<file path="config.mk">
export PLATFORM = sky130hd
export DESIGN_NAME = bin_averager
export DESIGN_NICKNAME = d
export VERILOG_FILES = /design/src/rtl/bin_averager.sv
export SDC_FILE = /design/constraint.sdc
export NUM_CORES = 1
export LEC_CHECK = 0
export BUFFER_PORTS_ARGS = -buffer_cell sky130_fd_sc_hd__buf_2
export CORE_AREA = 5 5 169 211
export CTS_CLUSTER_DIAMETER = 50
export DETAILED_ROUTE_END_ITERATION = 12
export DIE_AREA = 0 0 174 216
export GPL_TIMING_DRIVEN = 0
export SETUP_SLACK_MARGIN = 0.3
export SYNTH_ARGS = -nofsm -noshare
export SYNTH_HDL_FRONTEND = slang
export SYNTH_SLANG_ARGS = --single-unit
</file>
<file path="constraint.sdc">
create_clock -name clk -period 6.4 [get_ports clk]
set_input_delay 1.6 -clock clk [delete_from_list [all_inputs] [get_ports clk]]
set_output_delay 1.6 -clock clk [all_outputs]
set_load 0.01 [all_outputs]
</file>
<file path="src/rtl/bin_averager.sv">
// bin_averager: accumulates 2^N_AVGS frames of BINS unsigned bin words and
// emits the per-bin floor average as a frame marked by a one-cycle strobe.
module bin_averager #(
  parameter int N         = 16,
  parameter int N_AVGS    = 7,
  parameter int SUM_WIDTH = 128,
  parameter int BINS      = 4
) (
  input  logic                   clk,
  input  logic                   areset_n,
  input  logic                   clear,
  input  logic                   in_valid,
  input  logic [BINS-1:0][N-1:0] in_data,
  output logic [BINS-1:0][N-1:0] out_data,
  output logic                   out_valid,
  output logic [N_AVGS:0]        frame_cnt,
  output logic                   busy
);

  // Accumulators only need N+N_AVGS bits; the bits above that are always zero.
  localparam int ACC_W = N + N_AVGS;
  localparam logic [N_AVGS:0] LAST_CNT = (N_AVGS+1)'((1 << N_AVGS) - 1);

  if (SUM_WIDTH < N + N_AVGS) begin : g_sum_width_check
    $error("bin_averager: SUM_WIDTH (%0d) must be >= N+N_AVGS (%0d)", SUM_WIDTH, N + N_AVGS);
  end
  if (N_AVGS < 0 || N_AVGS > 16) begin : g_navgs_check
    $error("bin_averager: N_AVGS (%0d) must be in 0..16", N_AVGS);
  end

  typedef enum logic [2:0] {
    IDLE  = 3'b001,
    ACCUM = 3'b010,
    DUMP  = 3'b100
  } state_t;

  state_t                     state, state_next;
  logic [BINS-1:0][ACC_W-1:0] acc, acc_next, acc_base, sum;
  logic [N_AVGS:0]            cnt_base, cnt_next;
  logic [BINS-1:0][N-1:0]     out_next;
  logic                       dump_next;

  // Outside ACCUM a frame always starts a fresh average, so the base is zero.
  always_comb begin
    state_next = state;
    acc_next   = acc;
    cnt_next   = frame_cnt;
    out_next   = out_data;
    dump_next  = 1'b0;
    acc_base   = (state == ACCUM) ? acc : '0;
    cnt_base   = (state == ACCUM) ? frame_cnt : '0;
    sum        = '0;
    for (int b = 0; b < BINS; b++) begin
      sum[b] = acc_base[b] + ACC_W'(in_data[b]);
    end

    case (state)
      ACCUM: state_next = ACCUM;
      default: begin
        state_next = IDLE;
        acc_next   = '0;
        cnt_next   = '0;
      end
    endcase

    if (in_valid) begin
      if (cnt_base == LAST_CNT) begin
        state_next = DUMP;
        dump_next  = 1'b1;
        acc_next   = '0;
        cnt_next   = '0;
        for (int b = 0; b < BINS; b++) begin
          out_next[b] = sum[b][ACC_W-1:N_AVGS];
        end
      end else begin
        state_next = ACCUM;
        acc_next   = sum;
        cnt_next   = cnt_base + (N_AVGS+1)'(1);
      end
    end
  end

  // The average is registered on the edge that takes the final frame, so
  // out_data and out_valid are both new during the DUMP cycle.
  always_ff @(posedge clk) begin
    if (!areset_n) begin
      state     <= IDLE;
      acc       <= '0;
      frame_cnt <= '0;
      out_data  <= '0;
      out_valid <= 1'b0;
    end else if (clear) begin
      state     <= IDLE;
      acc       <= '0;
      frame_cnt <= '0;
      out_valid <= 1'b0;
    end else begin
      state     <= state_next;
      acc       <= acc_next;
      frame_cnt <= cnt_next;
      out_data  <= out_next;
      out_valid <= dump_next;
    end
  end

  assign busy = (state == ACCUM);

endmodule

</file>
; Word level (Yosys, flattened, before mapping)
; Index checks and enable logic that the tools add are counted.
[op_classes]
muxes = 10
bitwise = 3
n_addsub = 5
eq_ne = 2
n_reduce_logical = 3
[op_table]
columns = op, n
row1 = two-way mux 92 bit, 3
row2 = adder 23 x 16 -> 23 bit, 4
row3 = two-way mux 8 bit, 3
row4 = adder 8 x 1 -> 8 bit (second input constant), 1
row5 = equality test 8 x 7 -> 1 bit (second input constant), 1
row6 = two-way mux 3 bit, 2
row7 = equality test 3 x 2 -> 1 bit (second input constant), 1
row8 = NOT 1 bit, 3
row9 = AND reduction 3 bit, 1
row10 = OR reduction 3 bit, 1
row11 = two-way mux 2 bit, 1
row12 = OR reduction 2 bit, 1
row13 = two-way mux 1 bit, 1
[word_totals]
regBits = 168
in_bits = 68
wordCells = 34
out_inout_bits = 74

; Longest topological paths before layout
; Gate-level depths: netlist of the first run.
[depth]
depth_word = 5
depth_mapped = 17
depth_no_buf = 13

; Worst setup path before layout of the first run
; OpenSTA, ideal clock, no wires.
[synth_timing]
path_type = input port to flip-flop
from = in in_data[16] (netlist bit)
to = reg out_data[23] (netlist bit)
path_buffers = 0
arrival_time_ns = 3.681
t_required_ns = 6.285
path_slack_ns = 2.604
stages = 10
cell_sequence = ha_1 -> fa_1 -> a21o_1 -> a21oi_1 -> nor3_1 -> or3b_1 -> a31o_2 -> xnor2_1 -> o21ai_1 -> and2_1
[synth_between]
elab_chain_cells = 1
[synth_lines]
columns = element, line
row1 = "start, declared", 13  ; input logic [BINS-1:0][N-1:0] in_data,
row2 = adder 23 x 16 -> 23 bit, 54  ; sum[b] = acc_base[b] + ACC_W'(in_data[b]);
row3 = "end signal, assigned", 101  ; out_data <= out_next;
row4 = "end, declared", 14  ; output logic [BINS-1:0][N-1:0] out_data,
; No other way between the ends.
; A chain may end at the register's enable or synchronous reset.

==> Implementation_results.wiki, run 1 <==
{| class="wikitable"
! Metric !! Value
|-
| Max Fclk || 0.2019 GHz
|-
| Filler Cells Inserted || 3536
|-
| Vias per cell || 5.285
|-
| Number of buffers inserted during clock tree synthesis || 17
|-
| Placeable core region || 0.03341 mm^2
|-
| Async set or reset register ratio after synthesis || 0%
|-
| Worst-skew pair later-pin latency || 0.46 ns
|-
| Detailed-route via count || between 9000 and 10000
|-
| Count of maximum capacitance violations || 0
|-
| Share of the core filled with cells || 35.13%
|-
| Combined global-route utilization of all metal layers || 18.28%
|-
| Max H-tree Level || 4
|-
| Maximum cell stage delay along the critical path || just over 0.9 ns
|-
| Switching power || 0.6013 mW
|-
| Resized cells post-CTS || 0
|-
| Number of clock sinks || 167
|-
| Pwr Density || roughly 200 mW/mm^2
|-
| Register-to-register setup slack || 1.45 ns
|-
| Minimum period implied by the final worst setup slack || 4.954 ns
|-
| Fin. Hold Viols || 0
|-
| Total negative slack || 0 ns
|-
| Layout area overhead || 18.72%
|-
| Antenna violations before repair || 1
|-
| Yosys warnings || 0
|-
| 1st-pass router iterations || 5
|-
| Startpoint Class || flop
|-
| Register area share after synthesis || 33.82%
|-
| Relative contribution of the clock network to total power || 47.8%
|-
| Setup fix buffers added after clock tree synthesis || 0
|-
| Peak VDD IR || about 0.00011 V
|-
| Overall routed net length || 35.24 mm
|-
| Final max-slew violation count || 0
|-
| Global-route wire length before repair || ~53 mm
|-
| Final weighted congestion in routability-driven placement || 0.9241
|-
| Net Sw Frac || between 20% and 30%
|-
| Port Buf Inserts || 139
|-
| DP Area || 0.01111 mm^2
|-
| Post-DRT Antenna Nets || 0
|-
| Clock root cell || sky130_fd_sc_hd__clkbuf_16
|-
| Worst path arrival time || 5.27 ns
|-
| Worst slew slack as a fraction of its limit || 37.78%
|-
| Cell variety after synth || 66
|-
| Worst setup slack after placement || 1.616 ns
|-
| Kind of capture point of the worst setup path || flop
|-
| Average wire per standard cell || 19.26 um
|-
| Post-Syn Instances || 1236
|-
| Worst Hold Margin || approximately 0.45 ns
|-
| Die width || ~170 um
|-
| Clock slew seen by the registers of the worst setup and hold paths || 0.07 ns
|-
| Worst Path Buf+Inv || 6
|-
| Setup slack after layout || 1.446 ns
|-
| CTS tree || yes
|-
| DP HPWL || ~27 mm
|-
| Final std cells w/o fill || 1830
|-
| Number of synthesized register bits || 167
|-
| Post-synth top flop || sky130_fd_sc_hd__dfxtp_1
|-
| Summed area of non-filler cells in the final layout || 0.01174 mm^2
|-
| Category of the most critical setup path || flop to flop
|-
| Run status || finished, final reports clean
|-
| Die boundary height || 216 um
|-
| Flop pwr share || between 40% and 50%
|-
| Number of antenna cells inserted || 0
|-
| Static Leak || 4.919 nW
|-
| Nets || roughly 1500
|-
| Cell Int Power || between 1.5 and 2 mW
|-
| Pin count of the biggest net entering global routing || 17
|-
| Overall power of the completed layout || 2.371 mW
|-
| Number of global-route vias before repair || 9185
|-
| Final setup violation count || 0
|-
| Comb pwr share || approximately 7.9%
|-
| Final clock period utilization by the worst path || 77.41%
|-
| Worst min path class || flop to flop
|-
| Drt drc || 0
|-
| Number of ports placed on the die boundary || around 140
|-
| Placed cells || 1798
|-
| Number of enable-type register cells in the synthesized netlist || 0
|-
| Remaining global-route overflow || 0
|-
| Slew at the pin closest to its max-slew limit || 0.9213 ns
|-
| Number of buffers on the longest clock path || 2
|-
| Largest clock skew in the final design || 0.01370 ns
|-
| Count of standard-cell rows || 75
|-
| # hold bufs at CTS || 0
|-
| Summed instance area of the synthesized netlist || roughly 0.01 mm^2
|-
| Fraction of final layout cells sized beyond drive strength 1 || 14.00%
|-
| Cell breakdown of the critical path || or3b_1 -> buf_2 -> clkinv_2 -> buf_2 -> buf_2 -> clkbuf_1 -> and2_1 -> ha_1 -> clkbuf_1 -> nand4_1 -> o41ai_1 -> nor4_1 -> a41o_1 -> a21oi_1 -> o21ai_0
|-
| Cell type with the highest occurrence count on the critical path || sky130_fd_sc_hd__buf_2
|-
| Area of the die || 0.03758 mm^2
|-
| Setup repair after global routing missed its margin || false
|-
| Worst endpoint required time || 6.72 ns
|-
| Worst path slowest cell || sky130_fd_sc_hd__o41ai_1
|-
| Top Family by Delay on Critical Path || buffers and inverters
|-
| Net count of the mapped netlist || 1373
|-
| Initial Utilization || 29.59%
|-
| DRT iter0 DRCs || between 500 and 600
|-
| Crit path max fanout || 10
|-
| Post-synthesis average cell area || roughly 8.0 um^2
|}
## synth_stat cells, types with 3 or more instances
library cell	instances	share of area, %
sky130_fd_sc_hd__a31oi_1	7	0.44
sky130_fd_sc_hd__nand2b_1	13	0.82
sky130_fd_sc_hd__nand2_1	154	5.8
sky130_fd_sc_hd__or3b_1	5	0.44
sky130_fd_sc_hd__nand3_1	45	2.3
sky130_fd_sc_hd__nor2_1	103	3.9
sky130_fd_sc_hd__o22ai_1	8	0.51
sky130_fd_sc_hd__o21ai_0	77	3.9
sky130_fd_sc_hd__a41oi_1	4	0.35
sky130_fd_sc_hd__nand4_1	12	0.76
sky130_fd_sc_hd__buf_2	14	0.71
sky130_fd_sc_hd__a211oi_1	20	1.5
sky130_fd_sc_hd__a21o_1	24	1.8
sky130_fd_sc_hd__a41o_1	3	0.30
sky130_fd_sc_hd__o21ai_1	18	0.91
sky130_fd_sc_hd__a22oi_1	23	1.7
sky130_fd_sc_hd__inv_1	11	0.42
sky130_fd_sc_hd__o211ai_1	12	0.91
sky130_fd_sc_hd__or3_1	7	0.44
sky130_fd_sc_hd__o31ai_1	5	0.38
sky130_fd_sc_hd__nor3_1	11	0.56
sky130_fd_sc_hd__fa_1	4	0.81
sky130_fd_sc_hd__a21oi_1	114	5.8
sky130_fd_sc_hd__nor2b_1	3	0.19
sky130_fd_sc_hd__o21a_1	11	0.84
sky130_fd_sc_hd__and3_1	10	0.63
sky130_fd_sc_hd__nor3b_1	4	0.30
sky130_fd_sc_hd__xnor2_1	48	4.3
sky130_fd_sc_hd__dfxtp_1	167	34
sky130_fd_sc_hd__o21bai_1	9	0.68
sky130_fd_sc_hd__ha_1	65	8.2
sky130_fd_sc_hd__and2_1	73	4.6
sky130_fd_sc_hd__xor2_1	30	2.7
sky130_fd_sc_hd__o2bb2ai_1	16	1.4
sky130_fd_sc_hd__clkbuf_1	54	2.1
sky130_fd_sc_hd__a22o_1	11	0.97
## layout make-up
class,count,area (um^2),share of cell area (%)
clock inverter,14,196.4,1.674
clock buffer,18,429.2,3.657
tap,423,529.3,4.510
sequential,167,3343,28.49
buffer,71,291.5,2.484
multi-input combinational,986,6205,52.87
inverter,12,46.29,0.3945
timing repair buffer,139,695.7,5.927
## power groups by stage
stage | Clock (mW) | Combinational [mW] | Sequential, mW
global placement | 0 | 0.183 | 1.08
floorplan | 0 | 0.110 | 1.08
detailed placement | 0 | 0.186 | 1.08
CTS | 1.14 | 0.186 | 1.05
global route | 1.19 | 0.205 | 1.05
finish | 1.13 | 0.186 | 1.05
## worst register-to-register path: stages, from the launching register on
cell                       delay (ns)
sky130_fd_sc_hd__dfxtp_1         0.34
sky130_fd_sc_hd__or3b_1          0.37
sky130_fd_sc_hd__buf_2           0.20
sky130_fd_sc_hd__clkinv_2        0.15
sky130_fd_sc_hd__buf_2           0.29
sky130_fd_sc_hd__buf_2           0.33
sky130_fd_sc_hd__clkbuf_1        0.61
sky130_fd_sc_hd__and2_1          0.25
sky130_fd_sc_hd__ha_1            0.12
sky130_fd_sc_hd__clkbuf_1        0.28
sky130_fd_sc_hd__nand4_1         0.26
sky130_fd_sc_hd__o41ai_1         0.91
sky130_fd_sc_hd__nor4_1          0.09
sky130_fd_sc_hd__a41o_1          0.24
sky130_fd_sc_hd__a21oi_1         0.24
sky130_fd_sc_hd__o21ai_0         0.11
## cell usage in the layout, fill, tap and decap left out, drive strengths merged, types with 4 or more instances in the layout
cell type	netlist	routed
fa	4	4
a211oi	20	20
nand2b	13	13
o31ai	5	5
and2	73	73
xnor2	48	48
nand4	13	13
a22oi	23	23
a21oi	114	114
o21bai	9	9
clkbuf	54	72
buf	17	156
a31oi	7	7
nand3	45	45
clkinv	1	4
o21ai	95	95
nor3b	5	5
a41oi	4	4
and3	10	10
or3	7	7
o2bb2ai	16	16
dfxtp	167	167
or3b	5	5
nor2	103	103
o21a	11	11
bufinv	0	4
inv	11	15
a21o	24	24
a22o	11	11
nor3	12	12
xor2	30	30
o22ai	8	8
nand2	154	154
ha	65	65
o211ai	14	14
## metal layers
metal  vias up  GRT usage [%]  routed length, um
li1       4747              -                  -
met1      4543          22.10              14890
met2       313          30.51              16480
met3        66          4.725               2409
met4         2          8.265               1453
met5         -              0                  8
## kinds of logic after synthesis
kind of cell / share of synthesized area (%)
and+or+nand+nor: 22.30
AOI/OAI and AO/OA: 24.41
DFF: 33.82
buffers and inverters: 3.417
xor gates and xnor gates: 6.910
adders and majority gates: 9.037
muxes: 0.1013
## path summary, 6_finish.rpt
kind / start / to / cells after the start
hold reg to reg: out_data[51] / out_data[51] / 2
hold / removal: out_data[51] / out_data[51] / 2
setup / recovery: out_valid / acc[19] / 15
setup reg to reg: out_valid / acc[19] / 15
## flip-flops by register name, summed over array words and instances (netlist names)
register and flops:
frame_cnt 8, acc 92, state 2, out_data 64, out_valid 1
Power figures use the tool's default switching activity.
==> run 2, diff against run 1 <==
==> constraint.sdc (replaced) <==
create_clock -name clk -period 5.1 [get_ports clk]
set_input_delay 1.275 -clock clk [delete_from_list [all_inputs] [get_ports clk]]
set_output_delay 1.275 -clock clk [all_outputs]
set_load 0.01 [all_outputs]
==> run 2 against run 1 <==
Net effect: cell count stayed put; die area stayed put; sequential power is 26% higher; clock skew is 0.0013 ns lower; critical path depth stayed put; combinational power is 26% higher; register-to-register slack worse by 0.94 ns; global-route usage stayed put; via count is 0.23% lower.
==> Implementation_results.wiki, run 2 (synthesis results as in run 1) <==
{| class="wikitable"
! Metric !! Value
|-
| Largest clock skew in the final design || ~0.012 ns
|-
| Critical path origin || out_valid
|-
| Setup repair after global routing missed its margin || false
|-
| Worst min path class || flop to flop
|-
| Die boundary height || between 200 and 250 um
|-
| Overall routed net length || between 30 and 40 mm
|-
| Max Fclk || 0.2178 GHz
|-
| Category of the most critical setup path || flop to flop
|-
| Placeable core region || between 0.03 and 0.04 mm^2
|-
| Vias per cell || 5.273
|-
| Run status || finished, final reports clean
|-
| Count of standard-cell rows || 75
|-
| Most common library cell in the layout ignoring fill and taps || sky130_fd_sc_hd__dfxtp_1
|-
| Crit path depth || 15
|-
| Number of buffers on the longest clock path || 2
|-
| Clock root cell || sky130_fd_sc_hd__clkbuf_16
|-
| Remaining global-route overflow || 0
|-
| Kind of capture point of the worst setup path || flop
|-
| Share of the core filled with cells || 35.20%
|-
| Total negative slack || 0 ns
|-
| Final setup violation count || 0
|-
| Nets || 1531
|-
| Fin. Hold Viols || 0
|-
| 1st-pass router iterations || 5
|-
| Startpoint Class || flop
|-
| Final std cells w/o fill || roughly 1800
|-
| Static Leak || slightly below 5 nW
|-
| Fraction of final layout cells sized beyond drive strength 1 || 14.57%
|-
| Maximum cell stage delay along the critical path || between 0.5 and 0.6 ns
|-
| DRT iter0 DRCs || 557
|-
| Max H-tree Level || 4
|-
| Net Sw Frac || roughly 25%
|-
| Slew at the pin closest to its max-slew limit || 0.8449 ns
|-
| Cell breakdown of the critical path || or3b_1 -> buf_2 -> clkinv_2 -> buf_2 -> clkbuf_1 -> and2_1 -> ha_1 -> a211oi_1 -> o21bai_1 -> a21oi_1 -> o21ai_0 -> a31oi_1 -> mux2i_1 -> o21ai_0 -> o21ai_0
|-
| Area of the die || between 0.03 and 0.04 mm^2
|-
| Worst path slowest cell || sky130_fd_sc_hd__clkbuf_1
|-
| Die width || 174 um
|-
| Clock slew seen by the registers of the worst setup and hold paths || 0.07 ns
|-
| Port Buf Inserts || 139
|-
| Drt drc || 0
|-
| Number of antenna cells inserted || 0
|-
| Worst-skew pair later-pin latency || 0.46 ns
|-
| Worst Path Buf+Inv || 4
|-
| Most used cells in the layout excluding fill and tap cells || 167 x sky130_fd_sc_hd__dfxtp_1, 154 x sky130_fd_sc_hd__nand2_1, 153 x sky130_fd_sc_hd__buf_2
|-
| Flop pwr share || 44.3%
|-
| Antenna violations before repair || 1
|-
| Cell type with the highest occurrence count on the critical path || sky130_fd_sc_hd__o21ai_0
|-
| CTS tree || yes
|-
| Final weighted congestion in routability-driven placement || 0.9241
|-
| Worst endpoint required time || 5.42 ns
|-
| R2r startpoint || out_valid
|-
| FF-to-FF path depth || 15
|-
| Number of buffers inserted during clock tree synthesis || 17
|-
| Setup crit end || acc[91]
|-
| Reg-to-Reg End || acc[91]
|-
| Number of ports placed on the die boundary || 142
|-
| Global-route wire length before repair || 53.37 mm
|-
| Combined global-route utilization of all metal layers || 18.28%
|-
| Register ranked first by flip-flop count || acc
|-
| Final max-slew violation count || 0
|-
| Pin count of the biggest net entering global routing || 17
|-
| Final clock period utilization by the worst path || 90.02%
|-
| Regs by FF count || acc: 92 flops, out_data: 64 flops, frame_cnt: 8 flops
|-
| Top Family by Delay on Critical Path || compound AO/OA/AOI/OAI gates
|-
| Count of maximum capacitance violations || 0
|-
| Crit path max fanout || 10
|-
| Switching power || roughly 0.76 mW
|-
| Post-DRT Antenna Nets || 0
|-
| Detailed-route via count || 9649
|-
| Number of clock sinks || 167
|-
| Placed cells || roughly 1800
|-
| Layout area overhead || 18.95%
|-
| Register-to-register setup slack || 0.51 ns
|-
| Peak VDD IR || roughly 0.00014 V
|-
| Max FFs per register || 92
|-
| Worst slew slack as a fraction of its limit || 43.67%
|-
| Minimum period implied by the final worst setup slack || 4.591 ns
|-
| Cell Int Power || 2.222 mW
|-
| Average wire per standard cell || 19.25 um
|-
| Number of global-route vias before repair || just over 9000
|-
| DP HPWL || 27.42 mm
|-
| Initial Utilization || 29.59%
|-
| Worst path arrival time || 4.91 ns
|-
| Pwr Density || 253.2 mW/mm^2
|-
| Comb pwr share || ~7.9%
|-
| Relative contribution of the clock network to total power || between 40% and 50%
|}
[run 2: area by class of cell]
type	instances	area [um^2]
fill	3532	21650
multi-input combinational	986	6220
sequential	167	3343
timing repair buffer	139	695.7
tap	423	529.3
clock buffer	18	429.2
buffer	71	299.0
clock inverter	14	196.4
inverter	12	46.29
[run 2: timing repair]
item / CTS / global route
hold endpoints to repair: 0 / 0
buffers inserted: 0 / 0
resized for setup: 1 / 11
hold buffers: 0 / 0
setup endpoints to repair: 2 / 36
[run 2: power groups by stage]
stage	Clock, mW	Combinational [mW]	Sequential [mW]
final	1.42	0.234	1.32
after global routing	1.50	0.257	1.32
after CTS	1.44	0.234	1.32
after detailed placement	0	0.233	1.35
after global placement	0	0.230	1.35
after floorplan	0	0.139	1.35
[run 2: metal layers]
layer	vias to the layer above	global-route usage (%)	routed length (um)
li1	4744	-	-
met2	306	30.51	16460
met1	4529	22.10	15040
met3	68	4.725	2236
met4	2	8.265	1479
met5	-	0	8
[run 2: how the worst min path moves through the flow]
stage / start / end / slack (ns) / cells after the start
6_report: out_data[51] / out_data[51] / 0.45 / 2
5_1_grt: out_data[5] / out_data[5] / 0.47 / 2
4_1_cts: out_data[51] / out_data[51] / 0.45 / 2
3_5_place_dp: out_data[51] / out_data[51] / 0.44 / 2
3_3_place_gp: out_data[9] / out_data[9] / 0.44 / 2
2_1_floorplan: acc[17] / acc[17] / 0.47 / 2
[run 2: worst register-to-register path, cell delays in order, from the launching register on]
cell                       delay, ns
sky130_fd_sc_hd__dfxtp_1        0.35
sky130_fd_sc_hd__or3b_1         0.37
sky130_fd_sc_hd__buf_2          0.20
sky130_fd_sc_hd__clkinv_2       0.15
sky130_fd_sc_hd__buf_2          0.29
sky130_fd_sc_hd__clkbuf_1       0.58
sky130_fd_sc_hd__and2_1         0.26
sky130_fd_sc_hd__ha_1           0.30
sky130_fd_sc_hd__a211oi_1       0.40
sky130_fd_sc_hd__o21bai_1       0.13
sky130_fd_sc_hd__a21oi_1        0.26
sky130_fd_sc_hd__o21ai_0        0.21
sky130_fd_sc_hd__a31oi_1        0.37
sky130_fd_sc_hd__mux2i_1        0.13
sky130_fd_sc_hd__o21ai_0        0.35
sky130_fd_sc_hd__o21ai_0        0.12
[run 2: stage by stage]
stage / cell area (um^2) / hold WS [ns] / power [mW] / setup slack, ns
floorplan: 9886 / 0.4663 / 1.488 / 1.493
global route: 11760 / 0.4721 / 3.076 / 0.3022
finish: 11760 / 0.4487 / 2.978 / 0.5090
CTS: 11740 / 0.4526 / 2.991 / 0.3652
detailed placement: 11110 / 0.4436 / 1.583 / 0.3163
global placement: 11110 / 0.4389 / 1.580 / 0.3202
==> run 3, diff against run 2 <==
--- a/config.mk
+++ b/config.mk
@@ -11,7 +11,8 @@
 export DETAILED_ROUTE_END_ITERATION = 12
 export DIE_AREA = 0 0 174 216
 export GPL_TIMING_DRIVEN = 0
-export SETUP_SLACK_MARGIN = 0.3
+export REMOVE_ABC_BUFFERS = 1
+export SETUP_SLACK_MARGIN = 0.1
 export SYNTH_ARGS = -nofsm -noshare
 export SYNTH_HDL_FRONTEND = slang
 export SYNTH_SLANG_ARGS = --single-unit
==> run 3 against run 2 <==
Net effect: non-clock buffer count shrank 60; clock skew shrank 0.0027 ns; fmax grew 6.1%; die area is the same; utilization shrank 0.18 points; cell area shrank 0.52%; routed wire length shrank 14%; sequential cell count is the same; via count shrank 3.9%; global-route usage shrank 2.3 points; critical path type unchanged; largest cell class unchanged; largest power group unchanged.
==> Implementation_results.wiki, run 3 (synthesis results as in run 1) <==
{| class="wikitable"
! Metric !! Value
|-
| Placed cells || 1738
|-
| Static Leak || 4.887 nW
|-
| Run status || finished, final reports clean
|-
| Port Buf Inserts || 141
|-
| Detailed-route via count || 9269
|-
| Max FFs per register || 92
|-
| Number of global-route vias before repair || approximately 9100
|-
| Nets || between 1000 and 1500
|-
| Total negative slack || 0 ns
|-
| Area of the die || ~0.038 mm^2
|-
| CTS tree || yes
|-
| Overall power of the completed layout || between 2 and 3 mW
|-
| Die width || about 170 um
|-
| Final max-slew violation count || 0
|-
| Global-route wire length before repair || around 48 mm
|-
| Number of buffers inserted during clock tree synthesis || 17
|-
| Vias per cell || about 5.2
|-
| Number of ports placed on the die boundary || 142
|-
| Worst setup slack after placement || 0.3443 ns
|-
| Average wire per standard cell || 17.01 um
|-
| Pin count of the biggest net entering global routing || approximately 100
|-
| Combined global-route utilization of all metal layers || 15.95%
|-
| Number of buffers on the longest clock path || 2
|-
| Overall routed net length || 30.16 mm
|-
| Final std cells w/o fill || 1773
|-
| Clock slew seen by the registers of the worst setup and hold paths || 0.07 ns
|-
| Hold path cells || 2
|-
| Most used cells in the layout excluding fill and tap cells || 167 x sky130_fd_sc_hd__dfxtp_1, 153 x sky130_fd_sc_hd__nand2_1, 141 x sky130_fd_sc_hd__buf_2
|-
| FF-to-FF path depth || 13
|-
| Drt drc || 0
|-
| Regs by FF count || acc: 92 flops, out_data: 64 flops, frame_cnt: 8 flops
|-
| Count of maximum capacitance violations || 0
|-
| Final clock period utilization by the worst path || a little over four fifths
|-
| Worst path arrival time || ~4.6 ns
|-
| Die boundary height || 216 um
|-
| Max H-tree Level || 4
|-
| Crit path max fanout || 103
|-
| Kind of capture point of the worst setup path || flop
|-
| Clock root cell || sky130_fd_sc_hd__clkbuf_16
|-
| Initial Utilization || roughly 30%
|-
| Startpoint Class || flop
|-
| Number of clock sinks || 167
|-
| Category of the most critical setup path || flop to flop
|-
| Most common library cell in the layout ignoring fill and taps || sky130_fd_sc_hd__dfxtp_1
|-
| Pwr Density || 253.0 mW/mm^2
|-
| Setup repair after global routing missed its margin || false
|-
| # hold bufs at CTS || 0
|-
| Placeable core region || 0.03341 mm^2
|-
| Final weighted congestion in routability-driven placement || 0.8590
|-
| DP HPWL || 21.52 mm
|-
| Filler Cells Inserted || 3537
|-
| Max Fclk || 0.2312 GHz
|-
| Peak VDD IR || 0.0001655 V
|-
| DRT iter0 DRCs || 466
|-
| Minimum period implied by the final worst setup slack || roughly 4.3 ns
|-
| Fraction of final layout cells sized beyond drive strength 1 || 15.07%
|-
| Remaining global-route overflow || 0
|-
| Final setup violation count || 0
|-
| Worst-skew pair later-pin latency || 0.45 ns
|-
| Post-DRT Antenna Nets || 0
|-
| Layout area overhead || 18.33%
|-
| Count of standard-cell rows || 75
|-
| Register ranked first by flip-flop count || acc
|-
| Slew at the pin closest to its max-slew limit || 0.9691 ns
|-
| Largest clock skew in the final design || 0.009731 ns
|-
| Setup slack after layout || 0.7746 ns
|-
| Worst endpoint required time || 5.40 ns
|-
| 1st-pass router iterations || 6
|-
| Share of the core filled with cells || 35.02%
|-
| Fin. Hold Viols || 0
|-
| Worst min path class || flop to flop
|-
| Worst slew slack as a fraction of its limit || between 30% and 40%
|-
| Antenna violations before repair || 1
|}
[run 3: changes by cell type in the layout (fill, tap and decap cells not counted), moves of 3 or more]
| cell | delta |
|---|---|
| sky130_fd_sc_hd__buf_2 | -12 |
| sky130_fd_sc_hd__clkbuf_2 | -6 |
| sky130_fd_sc_hd__clkbuf_1 | -49 |
| sky130_fd_sc_hd__buf_12 | +3 |
| sky130_fd_sc_hd__diode_2 | +3 |
| sky130_fd_sc_hd__buf_16 | +3 |
[run 3: worst max-delay path: stages, from the launching register on]
cell and delay, ns:
sky130_fd_sc_hd__dfxtp_1 0.31, sky130_fd_sc_hd__or3b_1 0.62, sky130_fd_sc_hd__bufinv_8 0.71, sky130_fd_sc_hd__and2_1 0.25, sky130_fd_sc_hd__ha_1 0.20, sky130_fd_sc_hd__fa_1 0.25, sky130_fd_sc_hd__a211oi_1 0.10, sky130_fd_sc_hd__o41ai_1 0.36
sky130_fd_sc_hd__a41oi_1 0.16, sky130_fd_sc_hd__a31oi_1 0.29, sky130_fd_sc_hd__nor2_1 0.11, sky130_fd_sc_hd__nor3b_2 0.29, sky130_fd_sc_hd__xor2_1 0.37, sky130_fd_sc_hd__a21oi_1 0.12
[run 3: routing by layer]
metal / global-route usage [%] / up-vias / routed length, um
li1: - / 4622 / -
met1: 19.11 / 4407 / 13190
met2: 28.18 / 202 / 14870
met3: 3.115 / 38 / 1366
met4: 6.021 / 0 / 742
met5: 0 / - / 0
[run 3: power by group]
part | leakage [nW] | switching (mW) | internal [mW]
sequential | 1.35 | 0.00268 | 1.32
clock | 0.293 | 0.589 | 0.824
combinational | 3.24 | 0.142 | 0.0839
[run 3: layout make-up]
| cell class | count | area (um^2) | share of cell area, % |
|---|---|---|---|
| Timing Repair Buffer | 150 | 882.1 | 7.541 |
| Clock inverter | 14 | 198.9 | 1.701 |
| Tap cell | 423 | 529.3 | 4.525 |
| Clock buffer | 18 | 429.2 | 3.669 |
| Sequential cell | 167 | 3343 | 28.58 |
| Inverter | 12 | 58.81 | 0.5027 |
| Multi-Input combinational cell | 986 | 6248 | 53.42 |
| Antenna cell | 3 | 7.507 | 0.06418 |
[run 3: through the flow]
step	instance area (um^2)	hold slack, ns
2_1_floorplan	9594	0.4663
3_3_place_gp	10830	0.4404
3_5_place_dp	11050	0.4413
4_1_cts	11680	0.4511
5_1_grt	11690	0.4694
6_report	11700	0.4471
[run 3: repair_timing]
| action | 4_1_cts | 5_1_grt |
|---|---|---|
| endpoints found under the setup margin | 0 | 5 |
| setup buffers | 0 | 0 |
| gates resized for setup | 0 | 1 |
| endpoints found under the hold margin | 0 | 0 |
[run 3: path summary, 6_finish.rpt]
check	start	endpoint	slack (ns)
worst max-delay path	out_valid	out_data[43]	0.77
worst min-delay path	out_data[50]	out_data[50]	0.45
worst min register to register	out_data[50]	out_data[50]	0.45
worst max register to register	out_valid	out_data[43]	0.77
